[src/rtl/shift_offset_ctrl.sv]
// Front-end sequencer for the constant-shift barrel-shifter chain: tags each
// AXI4-Stream beat with its packed-stream byte offset and tracks packet sizes.
module shift_offset_ctrl #(
   parameter int unsigned WIDTH        = 512,
   parameter int unsigned BYTES        = WIDTH / 8,
   parameter int unsigned OFFSET_WIDTH = $clog2(BYTES) + 1,
   parameter int unsigned CNT_WIDTH    = 32
) (
   input  logic                      aclk,
   input  logic                      aresetn,
   input  logic [OFFSET_WIDTH-2:0]   cfg_base_offset,
   input  logic [WIDTH-1:0]          s_tdata,
   input  logic [BYTES-1:0]          s_tkeep,
   input  logic                      s_tlast,
   input  logic                      s_tvalid,
   output logic                      s_tready,
   output logic [WIDTH-1:0]          m_tdata,
   output logic [BYTES-1:0]          m_tkeep,
   output logic                      m_tlast,
   output logic                      m_tvalid,
   input  logic                      m_tready,
   output logic [OFFSET_WIDTH-1:0]   m_offset,
   output logic                      m_wrap,
   output logic [CNT_WIDTH-1:0]      pkt_bytes,
   output logic                      pkt_done,
   output logic                      err_keep
);

   typedef enum logic {
      SOP    = 1'b0,
      IN_PKT = 1'b1
   } state_t;

   state_t                  state;
   state_t                  state_nxt;
   logic [OFFSET_WIDTH-2:0] acc;
   logic [CNT_WIDTH-1:0]    cnt;

   logic                    accept_c;
   logic [OFFSET_WIDTH-1:0] n_c;
   logic [BYTES-1:0]        keep_inc_c;
   logic                    keep_ok_c;
   logic [OFFSET_WIDTH-2:0] beat_off_c;
   logic [OFFSET_WIDTH-1:0] off_sum_c;
   logic [CNT_WIDTH-1:0]    cnt_base_c;
   logic [CNT_WIDTH:0]      cnt_sum_wide_c;
   logic [CNT_WIDTH-1:0]    cnt_sum_c;

   // Skid-free single stage: take a beat whenever the output slot is free or draining.
   assign s_tready = aresetn && (!m_tvalid || m_tready);
   assign accept_c = s_tvalid && s_tready;

   // Byte count of the beat.
   always_comb begin
      n_c = '0;
      for (int unsigned i = 0; i < BYTES; i++) begin
         n_c = n_c + OFFSET_WIDTH'(s_tkeep[i]);
      end
   end

   // A low-aligned contiguous mask has no bit set above the carry out of +1.
   assign keep_inc_c = s_tkeep + BYTES'(1);
   assign keep_ok_c  = ((keep_inc_c & s_tkeep) == '0);

   assign beat_off_c = (state == SOP) ? cfg_base_offset : acc;
   assign off_sum_c  = {1'b0, beat_off_c} + n_c;

   assign cnt_base_c     = (state == SOP) ? '0 : cnt;
   assign cnt_sum_wide_c = {1'b0, cnt_base_c} + (CNT_WIDTH + 1)'(n_c);
   assign cnt_sum_c      = cnt_sum_wide_c[CNT_WIDTH] ? '1 : cnt_sum_wide_c[CNT_WIDTH-1:0];

   always_ff @(posedge aclk) begin
      if (!aresetn) begin
         state <= SOP;
      end else begin
         state <= state_nxt;
      end
   end

   always_comb begin
      state_nxt = state;
      case (state)
         SOP:     if (accept_c && !s_tlast) state_nxt = IN_PKT;
         IN_PKT:  if (accept_c && s_tlast)  state_nxt = SOP;
         default: state_nxt = SOP;
      endcase
   end

   // Output stage, offset accumulator and packet counter.
   always_ff @(posedge aclk) begin
      if (!aresetn) begin
         m_tdata   <= '0;
         m_tkeep   <= '0;
         m_tlast   <= 1'b0;
         m_tvalid  <= 1'b0;
         m_offset  <= '0;
         m_wrap    <= 1'b0;
         pkt_bytes <= '0;
         pkt_done  <= 1'b0;
         err_keep  <= 1'b0;
         acc       <= '0;
         cnt       <= '0;
      end else begin
         pkt_done <= 1'b0;
         if (accept_c) begin
            m_tdata  <= s_tdata;
            m_tkeep  <= s_tkeep;
            m_tlast  <= s_tlast;
            m_tvalid <= 1'b1;
            m_offset <= {1'b0, beat_off_c};
            m_wrap   <= off_sum_c[OFFSET_WIDTH-1];
            acc      <= off_sum_c[OFFSET_WIDTH-2:0];
            if (s_tlast) begin
               pkt_bytes <= cnt_sum_c;
               pkt_done  <= 1'b1;
               cnt       <= '0;
            end else begin
               cnt <= cnt_sum_c;
            end
            if (!keep_ok_c) begin
               err_keep <= 1'b1;
            end
         end else if (m_tready) begin
            m_tvalid <= 1'b0;
         end
      end
   end

endmodule

[config.mk]
export PLATFORM = sky130hd
export DESIGN_NAME = shift_offset_ctrl
export DESIGN_NICKNAME = d
export VERILOG_FILES = /design/src/rtl/shift_offset_ctrl.sv
export SDC_FILE = /design/constraint.sdc
export NUM_CORES = 1
export LEC_CHECK = 0
export CAP_MARGIN = 20
export CORE_AREA = 2 2 468 470
export CTS_BUF_LIST = sky130_fd_sc_hd__clkbuf_8
export DETAILED_ROUTE_END_ITERATION = 8
export DIE_AREA = 0 0 470 472
export GPL_TIMING_DRIVEN = 0
export REMOVE_ABC_BUFFERS = 1
export SLEW_MARGIN = 20
export SYNTH_ARGS = -nofsm -noshare
export SYNTH_HDL_FRONTEND = slang
export SYNTH_SLANG_ARGS = --single-unit
[constraint.sdc]
create_clock -name aclk -period 12.75 [get_ports aclk]
set_clock_uncertainty 0.2 [all_clocks]
set_input_delay 2.55 -clock aclk [delete_from_list [all_inputs] [get_ports aclk]]
set_output_delay 2.55 -clock aclk [all_outputs]
set_load 0.02 [all_outputs]
==> results.sh, run 1 <==
export IMPL_synth_edff_count=0
export IMPL_p_leak_nw=16.3
export IMPL_dp_hpwl_um=169000
export IMPL_first_iter_violations=1353
export IMPL_maxSlewHeadroom_pct=28.0
export IMPL_synth_area_mm2=0.0265
export IMPL_tightest_slew_ps=1080
export IMPL_ios=1208
export IMPL_seq_area_frac_synth_pct=49.8
export IMPL_final_hold_viol_count=0
export IMPL_yosysTopAreaCell="dfxtp_1"
export IMPL_critPathKind="input pin to flip-flop"
export IMPL_synth_simple_gate_area_share_pct=21.3
export IMPL_yosysWarnings=0
export IMPL_layout_cells_most_common="clkdlybuf4s50_1"
export IMPL_arrival_ps=12040
export IMPL_route_vias_total=28400
export IMPL_clkSinkCount=658
export IMPL_async_flop_share_pct=0
export IMPL_pwr_share_comb_pct=54.0
export IMPL_drt_total_wl_um=202000
export IMPL_syn_inst=3303
export IMPL_chipHeight_um=472
export IMPL_core_mm2=0.217
export IMPL_die_area_mm2=0.222
export IMPL_power_frac_seq_pct=21.8
export IMPL_crit_path_end_kind="flip-flop"
export IMPL_clock_power_share_pct=24.2
export IMPL_cts_hold_buf=0
export IMPL_rsz0062_at_grt="no"
export IMPL_clk_path_buf_depth=3
export IMPL_setup_viol=0
export IMPL_drc=0
export IMPL_routed_via_density=3.82
export IMPL_grt_pass1_wl_um=262000
export IMPL_areaGrowthSynthToFinish_pct=70.3
export IMPL_ir_drop_uv=699
export IMPL_die_w_um=470
export IMPL_synthDistinctLibCells=75
export IMPL_critPathMaxFanout=20
export IMPL_cts_resized_gates=0
export IMPL_start_kind="input pin"
export IMPL_cts_buffers=143
export IMPL_rows=171
export IMPL_antenna_found_initial=280
export IMPL_fin_tns_setup_ps=0
export IMPL_place_area_mm2=0.0419
export IMPL_p_int_w=0.00609
export IMPL_cts_max_level=4
export IMPL_port_buffers=1206
export IMPL_routedWlPerCell_um=27.1
export IMPL_synth_compound_area_share_pct=16.6
export IMPL_fin_crit_sh_pct=89.3
export IMPL_ys_seq_elements=658
export IMPL_ant_nets=0
export IMPL_synth_xor_area_share_pct=1.25
export IMPL_gp_congestion=0.836
export IMPL_drive_gt1_share_pct=6.20
export IMPL_postSynthAreaPerCell_um2=8.01
export IMPL_cp_required_ps=13400
export IMPL_grt_max_degree=120
export IMPL_min_period_ps=11390
export IMPL_status="completed"
export IMPL_synth_top_family_by_area="simple AND/OR/NAND/NOR gates"
export IMPL_post_route_util_pct=20.8
export IMPL_grt_ovfl_total=0
export IMPL_fmax_ghz=0.0878
export IMPL_clk_pin_slew_ps=50
export IMPL_first_global_vias=28200
export IMPL_synth_area_top_cells="dfxtp_1 50%, nand2_1 16%, o21ai_0 12%, fa_1 4.2%, clkbuf_1 3.0%"
export IMPL_track_usage_pct=17.7
export IMPL_drt_pass1_iter_count=8
export IMPL_layout_common_cells="1,205 x clkdlybuf4s50_1, 1,145 x nand2_1, 657 x dfxtp_1, 643 x o21ai_0, 180 x clkbuf_8"
export IMPL_p_sw_share_pct=42.4
export IMPL_whs_ps=252
export IMPL_nets=5117
export IMPL_synth_top_flop_cell="dfxtp_1"
export IMPL_netlist_area_leader_share_pct=49.8
export IMPL_fillers=23900
export IMPL_power_switching_w=0.00449
export IMPL_postCtsSetupBuffers=0
export IMPL_muxShareOfSynthArea_pct=0.411
export IMPL_clkLatencyLatePin_ps=920
export IMPL_maxCapViolCount=0
export IMPL_initial_utilization_pct=12.2
export IMPL_cts_root_buf="clkbuf_8"
export IMPL_final_area_mm2=0.0450
export IMPL_synthAdderAreaFrac_pct=5.64
export IMPL_report_final_slew_viol_count=0
export IMPL_hold_class="flip-flop to flip-flop"
export IMPL_p_per_area_mw_per_mm2=235
export IMPL_cts_tree="done"
==> power by group through the flow <==
stage          clock network [W]  logic [W]  registers (W)
3_5_place_dp                   0    0.00574        0.00235
2_1_floorplan                  0    0.00379        0.00252
5_1_grt                  0.00277    0.00637        0.00232
3_3_place_gp                   0    0.00583        0.00236
6_report                 0.00257    0.00572        0.00230
4_1_cts                  0.00269    0.00580        0.00230
==> registers in the layout, summed over array words and instances (netlist names), named ones only <==
register,count
m_tkeep,64
pkt_done,1
m_tvalid,1
acc,6
m_offset,6
m_tdata,512
err_keep,1
cnt,32
m_wrap,1
pkt_bytes,32
m_tlast,1
==> layout make-up <==
type	count	area [um^2]	share of cell area, %
multi-input combinational	2305	12000	26.6
tap	2854	3570	7.93
clock inverter	71	581	1.29
sequential	658	13200	29.2
antenna	38	95.1	0.211
inverter	106	398	0.883
clock buffer	180	2480	5.50
timing repair buffer	1232	12800	28.3
==> routing by layer <==
| layer | up-vias | wire length (um) | GRT usage, % |
|---|---|---|---|
| met2 | 1388 | 88500 | 27.8 |
| met5 | - | 1280 | 0 |
| met3 | 524 | 30800 | 12.0 |
| li1 | 13300 | - | - |
| met1 | 13000 | 73500 | 18.7 |
| met4 | 202 | 7550 | 6.20 |
==> cells by family after synthesis <==
logic type,after synthesis
AO/OA/AOI/OAI,791
XOR/XNOR,37
adder cells (fa/ha/maj),86
buffers and inverters,340
flip-flops,658
multiplexers,10
other,1
AND/OR/NAND/NOR,1380
==> synthesized netlist by cell type, types with 3 or more instances <==
cell type,number
inv_1,106
clkbuf_1,208
ha_1,28
or3_1,9
mux2_2,7
and2_1,11
a211oi_1,8
buf_2,8
o21bai_1,3
a21o_1,14
fa_1,56
xor2_1,16
o21ai_0,643
nor4_1,7
nor4_2,4
a211o_1,4
mux2i_1,3
xnor2_1,20
a31oi_1,6
nand2b_1,3
o41ai_1,6
nand4_1,22
o211ai_1,3
nand3_1,89
nor2_1,42
nor2b_1,3
buf_1,12
nor3_1,11
a221o_1,22
and4_1,8
o31ai_1,5
dfxtp_1,658
a22oi_1,6
nor3_2,4
nand2_1,1146
and3_1,10
a21oi_1,40
==> critical path: stages <==
cell and delay [ps]:
clkdlybuf4s50_1 690, inv_1 200, fa_1 550, inv_1 60
fa_1 430, fa_1 560, inv_1 60, fa_1 550
inv_1 70, fa_1 530, fa_1 440, fa_1 590
inv_1 70, fa_1 540, inv_1 70, fa_1 450
a21o_1 230, a21o_1 300, a21o_1 210, a21o_1 220
ha_1 310, o21ai_0 120, nor2b_4 170, buf_12 170
a2111oi_4 710, and2_1 910, a221o_1 220
==> path summary, 6_finish.rpt <==
| path | cells past startpoint | start | slack (ps) | end |
|---|---|---|---|---|
| max | 27 | s_tkeep[39] | 1360 | pkt_bytes[10] |
| min | 2 | cnt[5] | 250 | cnt[5] |
| max reg2reg | 9 | m_tvalid | 8360 | pkt_bytes[10] |
| min reg2reg | 2 | cnt[5] | 250 | cnt[5] |
==> stage by stage <==
| stage | std cells | power (W) | worst slack [ps] |
|---|---|---|---|
| floorplan | 3069 | 0.00631 | -13230 |
| global placement | 7129 | 0.00818 | -48990 |
| detailed placement | 7155 | 0.00809 | 380 |
| CTS | 7406 | 0.0108 | 1370 |
| global route | 7415 | 0.0115 | 972 |
| finish | 7444 | 0.0106 | 1360 |
Power figures use the tool's default switching activity.
==> inputs of run 2 (changes only) <==
Settings changed: DONT_BUFFER_PORTS set to 1.
==> run 2 against run 1 <==
The run now ends with max-slew violations left. Sequential share of layout area increased by 11 points. Fmax increased by 6.8%. Sequential power increased by 13%. First-iteration DRC count increased by 11%. Wire length decreased by 1.8%. Largest cell class unchanged.
==> results.sh, run 2 (synthesized netlist as in run 1, its figures left out) <==
export IMPL_rows=171
export IMPL_dp_cells=5943
export IMPL_cts_root_buf="clkbuf_8"
export IMPL_tightest_slew_ps=1960
export IMPL_clkLatencyLatePin_ps=920
export IMPL_ios=1208
export IMPL_routedWlPerCell_um=31.7
export IMPL_grt_pass1_wl_um=246000
export IMPL_r2r_setup_slack_ps=8500
export IMPL_drt_pass1_iter_count=7
export IMPL_p_per_area_mw_per_mm2=307
export IMPL_track_usage_pct=17.2
export IMPL_p_leak_nw=11.7
export IMPL_routed_via_density=3.85
export IMPL_whs_ps=256
export IMPL_setup_viol=0
export IMPL_fin_crit_sh_pct=83.7
export IMPL_fmax_ghz=0.0937
export IMPL_die_w_um=470
export IMPL_dp_hpwl_um=166000
export IMPL_ir_drop_uv=670
export IMPL_crit_buf_inv=4
export IMPL_die_area_mm2=0.222
export IMPL_startpoint="s_tkeep[35]"
export IMPL_core_mm2=0.217
export IMPL_fin_tns_setup_ps=0
export IMPL_violations="max-slew violations"
export IMPL_cts_resized_gates=0
export IMPL_clkSinkCount=658
export IMPL_wl_met2_um=88800
export IMPL_cts_buffers=142
export IMPL_clk_path_buf_depth=3
export IMPL_maxCapViolCount=0
export IMPL_drt_met1_wl_um=65300
export IMPL_status="finished, violations left"
export IMPL_finalPower_w=0.0101
export IMPL_top_register="m_tdata"
export IMPL_largest_register_ffs=512
export IMPL_path_cells="inv_1 -> fa_1 -> inv_1 -> fa_1 -> inv_1 -> fa_1 -> fa_1 -> fa_1 -> fa_1 -> fa_1 -> fa_1 -> inv_1 -> ha_1 -> fa_1 -> a21o_1 -> a21o_1 -> a21o_1 -> a21o_1 -> ha_1 -> o21ai_0 -> nor2b_4 -> a2111oi_4 -> and2_1 -> a221o_1"
export IMPL_final_hold_viol_count=0
export IMPL_cp_slowest_cell="and2_1"
export IMPL_critPathMaxFanout=20
export IMPL_critPathKind="input pin to flip-flop"
export IMPL_grt_ovfl_total=0
export IMPL_clk_pin_slew_ps=60
export IMPL_min_from="cnt[2]"
export IMPL_drt_total_wl_um=198000
export IMPL_cpPeakStageDelay_ps=900
export IMPL_first_iter_violations=1507
export IMPL_maxSlewHeadroom_pct=-30.6
export IMPL_layout_common_cells="1,145 x nand2_1, 657 x dfxtp_1, 643 x o21ai_0, 174 x clkbuf_8, 132 x inv_1"
export IMPL_start_kind="input pin"
export IMPL_layout_cells_most_common="nand2_1"
export IMPL_r2r_start="cnt[7]"
export IMPL_arrival_ps=11320
export IMPL_ant_nets=0
export IMPL_drive_gt1_share_pct=8.33
export IMPL_wl_met3_um=36400
export IMPL_postCtsSetupBuffers=0
export IMPL_crit_top_cell="fa_1"
export IMPL_largestRegisters="m_tdata: 512 flops, m_tkeep: 64 flops"
export IMPL_initial_utilization_pct=12.2
export IMPL_fin_cells=6251
export IMPL_cp_top_family="adder cells"
export IMPL_multi_input_area_mm2=0.0120
export IMPL_cts_hold_buf=0
export IMPL_regArea_mm2=0.0132
export IMPL_cts_max_level=4
export IMPL_rsz0062_at_grt="no"
export IMPL_nets=3904
export IMPL_report_final_slew_viol_count=188
export IMPL_port_buffers=0
export IMPL_hold_class="flip-flop to flip-flop"
export IMPL_min_period_ps=10670
export IMPL_gp_congestion=0.822
export IMPL_top_layer="met5"
export IMPL_crit_path_end_kind="flip-flop"
export IMPL_chipHeight_um=472
export IMPL_cp_required_ps=13400
export IMPL_antenna_found_initial=235
export IMPL_areaGrowthSynthToFinish_pct=24.2
export IMPL_first_global_vias=22900
export IMPL_route_vias_total=24100
export IMPL_drc=0
export IMPL_cts_tree="done"
export IMPL_fillers=24600
export IMPL_grt_max_degree=616
==> run 2: changes by cell type in the layout (fill, tap and decap cells not counted), moves of 2 or more <==
cell,change
buf_12,+3
buf_16,-11
bufinv_16,+4
clkbuf_8,-6
clkdlybuf4s50_1,-1205
clkinv_2,+2
clkinvlp_4,+4
diode_2,+21
inv_1,-5
==> run 2: final timing paths <==
kind	end	depth (start not counted)
worst max-delay path	pkt_bytes[25]	24
worst min-delay path	cnt[2]	2
worst max register to register	pkt_bytes[25]	6
worst min register to register	cnt[2]	2
==> run 2: layer usage <==
| metal | global-route usage (%) | vias to the layer above |
|---|---|---|
| met3 | 14.5 | 432 |
| met1 | 16.4 | 11200 |
| met5 | 0 | - |
| met4 | 5.80 | 180 |
| met2 | 27.2 | 1410 |
| li1 | - | 10900 |
==> run 2: worst min-delay path, stage by stage, from the launching register on <==
cell	delay [ps]
dfxtp_1	300
nand2_1	50
a21oi_1	50
==> run 2: metrics by stage <==
step	setup WS [ps]	cell area (um^2)	util, %
3_5_place_dp	1190	29600	13.7
6_report	2080	32900	15.2
3_3_place_gp	-28400	29100	13.4
4_1_cts	2230	32700	15.1
2_1_floorplan	-13230	25500	-
5_1_grt	1840	32700	15.1
==> run 2: cell type report <==
cell class | count | share of cell area [%]
Inverter | 106 | 1.21
Antenna cell | 59 | 0.449
Multi-Input combinational cell | 2305 | 36.5
Clock inverter | 75 | 2.18
Tap cell | 2854 | 10.9
Timing Repair Buffer | 20 | 1.42
Sequential cell | 658 | 40.1
Clock buffer | 174 | 7.29
==> run 2: power breakdown <==
group | internal, W | switching [W] | leakage [nW]
Combinational | 0.00204 | 0.00284 | 4.59
Sequential | 0.00222 | 0.000387 | 5.42
Clock | 0.00147 | 0.00114 | 1.68
Total | 0.00574 | 0.00437 | 11.7
==> inputs of run 3 (changes only) <==
Clock period 12.75 ns to 9.9 ns, I/O delays scaled along.
==> run 3 against run 2 <==
The run still ends with max-slew violations left. Setup slack worse by 1800 ps. Critical path depth stayed put. Non-clock buffer count increased by 9. Worst hold slack better by 0.65 ps. Sequential cell count stayed put. Clock power up 29%. Total power rose by 29%. Critical path type unchanged. Largest cell class unchanged. Highest routed layer unchanged.
==> results.sh, run 3 (synthesized netlist as in run 1, its figures left out) <==
export IMPL_status="finished, violations left"
export IMPL_violations="max-slew violations"
export IMPL_die_area_mm2=0.222
export IMPL_grt_max_degree=616
export IMPL_report_final_slew_viol_count=170
export IMPL_min_from="cnt[2]"
export IMPL_ios=1208
export IMPL_p_int_w=0.00744
export IMPL_track_usage_pct=17.2
export IMPL_clkLatencyLatePin_ps=920
export IMPL_largest_register_ffs=512
export IMPL_areaGrowthSynthToFinish_pct=24.5
export IMPL_p_per_area_mw_per_mm2=397
export IMPL_gp_congestion=0.822
export IMPL_cp_top_family="adder cells"
export IMPL_crit_top_cell="fa_1"
export IMPL_crit_path_end_kind="flip-flop"
export IMPL_r2r_start="m_tvalid"
export IMPL_crit_buf_inv=4
export IMPL_drc=0
export IMPL_core_mm2=0.217
export IMPL_rsz0062_at_grt="no"
export IMPL_cts_tree="done"
export IMPL_clkSinkCount=658
export IMPL_wl_met2_um=88600
export IMPL_arrival_ps=10180
export IMPL_fin_tns_setup_ps=0
export IMPL_grt_ovfl_total=0
export IMPL_largestRegisters="m_tdata: 512 flops, m_tkeep: 64 flops"
export IMPL_top_layer="met5"
export IMPL_first_global_vias=22900
export IMPL_rows=171
export IMPL_critPathMaxFanout=13
export IMPL_power_switching_w=0.00563
export IMPL_initial_utilization_pct=12.2
export IMPL_wl_met3_um=35700
export IMPL_pwr_share_comb_pct=48.5
export IMPL_final_area_mm2=0.0329
export IMPL_grt_pass1_wl_um=246000
export IMPL_post_route_util_pct=15.2
export IMPL_drt_met1_wl_um=66200
export IMPL_top_register="m_tdata"
export IMPL_cp_slowest_cell="fa_1"
export IMPL_maxCapViolCount=0
export IMPL_routed_via_density=3.85
export IMPL_port_buffers=0
export IMPL_place_area_mm2=0.0296
export IMPL_cts_root_buf="clkbuf_8"
export IMPL_antenna_found_initial=235
export IMPL_layout_cells_most_common="nand2_1"
export IMPL_tightest_slew_ps=1770
export IMPL_power_frac_seq_pct=25.7
export IMPL_dp_hpwl_um=166000
export IMPL_critPathKind="input pin to flip-flop"
export IMPL_clk_pin_slew_ps=60
export IMPL_start_kind="input pin"
export IMPL_cp_required_ps=10500
export IMPL_nets=3913
export IMPL_die_w_um=470
export IMPL_p_leak_nw=11.7
export IMPL_chipHeight_um=472
export IMPL_clock_power_share_pct=25.7
export IMPL_route_vias_total=24100
export IMPL_first_iter_violations=1655
export IMPL_startpoint="s_tkeep[35]"
export IMPL_layout_common_cells="1,145 x nand2_1, 657 x dfxtp_1, 643 x o21ai_0, 174 x clkbuf_8, 132 x inv_1"
export IMPL_cts_buffers=142
export IMPL_fmax_ghz=0.104
export IMPL_ir_drop_uv=862
export IMPL_drive_gt1_share_pct=8.60
export IMPL_drt_pass1_iter_count=5
export IMPL_fin_crit_sh_pct=96.8
export IMPL_hold_class="flip-flop to flip-flop"
export IMPL_p_sw_share_pct=43.1
export IMPL_setup_viol=0
export IMPL_ant_nets=0
export IMPL_min_period_ps=9580
export IMPL_cts_max_level=4
export IMPL_clk_path_buf_depth=3
export IMPL_maxSlewHeadroom_pct=-17.9
export IMPL_final_hold_viol_count=0
export IMPL_drt_total_wl_um=198000
export IMPL_cpPeakStageDelay_ps=640
export IMPL_routedWlPerCell_um=31.6
export IMPL_path_cells="inv_1 -> fa_1 -> inv_1 -> fa_1 -> inv_1 -> fa_1 -> fa_1 -> fa_1 -> fa_1 -> fa_1 -> fa_1 -> inv_1 -> ha_1 -> fa_1 -> a21o_1 -> a21o_1 -> a21o_1 -> a21o_1 -> ha_1 -> a2111oi_4 -> o21a_4 -> nor4_2 -> xor2_1 -> a221o_1"
## run 3: changes by cell type in the layout (fill, tap and decap cells not counted), sizes merged
cell   delta
buf       +9
diode     +3
## run 3: worst min-delay path, cell delays in order, from the launching register on
cell	delay, ps
dfxtp_1	300
nand2_1	50
a21oi_1	50
## run 3: area by class of cell
class	instances	area [um^2]
well taps	2854	3570
clock inverters	75	716
fillers	24500	184000
multi-input cells	2305	12000
inverters	106	398
diodes	62	155
repair buffers	29	548
flip-flops and latches	658	13200
clock buffers	174	2390
## run 3: final timing paths
| kind | end | slack [ps] | depth (start not counted) |
|---|---|---|---|
| setup / recovery | pkt_bytes[29] | 320 | 24 |
| hold / removal | cnt[2] | 260 | 2 |
| setup reg to reg | cnt[16] | 5870 | 9 |
| hold reg to reg | cnt[2] | 260 | 2 |
## run 3: per-layer routing
layer / vias to the layer above / track usage, %
li1: 10900 / -
met3: 448 / 14.5
met5: - / 0
met1: 11200 / 16.4
met4: 180 / 5.80
met2: 1407 / 27.2
## run 3: power groups by stage
| stage | clock (W) | sequential, W | combinational (W) |
|---|---|---|---|
| 3_5_place_dp | 0 | 0.00345 | 0.00623 |
| 3_3_place_gp | 0 | 0.00347 | 0.00638 |
| 6_report | 0.00336 | 0.00336 | 0.00634 |
| 4_1_cts | 0.00353 | 0.00339 | 0.00628 |
| 5_1_grt | 0.00361 | 0.00339 | 0.00710 |
| 2_1_floorplan | 0 | 0.00324 | 0.00489 |
## run 3: per-stage QoR
step,total power (W),hold slack [ps],worst slack (ps),instances
2_1_floorplan,0.00813,232,-15510,3069
3_3_place_gp,0.00984,239,-30680,5923
3_5_place_dp,0.00968,252,-1090,5943
4_1_cts,0.0132,259,178,6192
5_1_grt,0.0141,283,148,6213
6_report,0.0131,257,319,6263
## run 3: timing repair
item / CTS / global route
setup buffers: 0 / 9
endpoints found under the setup margin: 20 / 29
pin swaps: 0 / 1
hold buffers: 0 / 0
gates resized for setup: 1 / 0
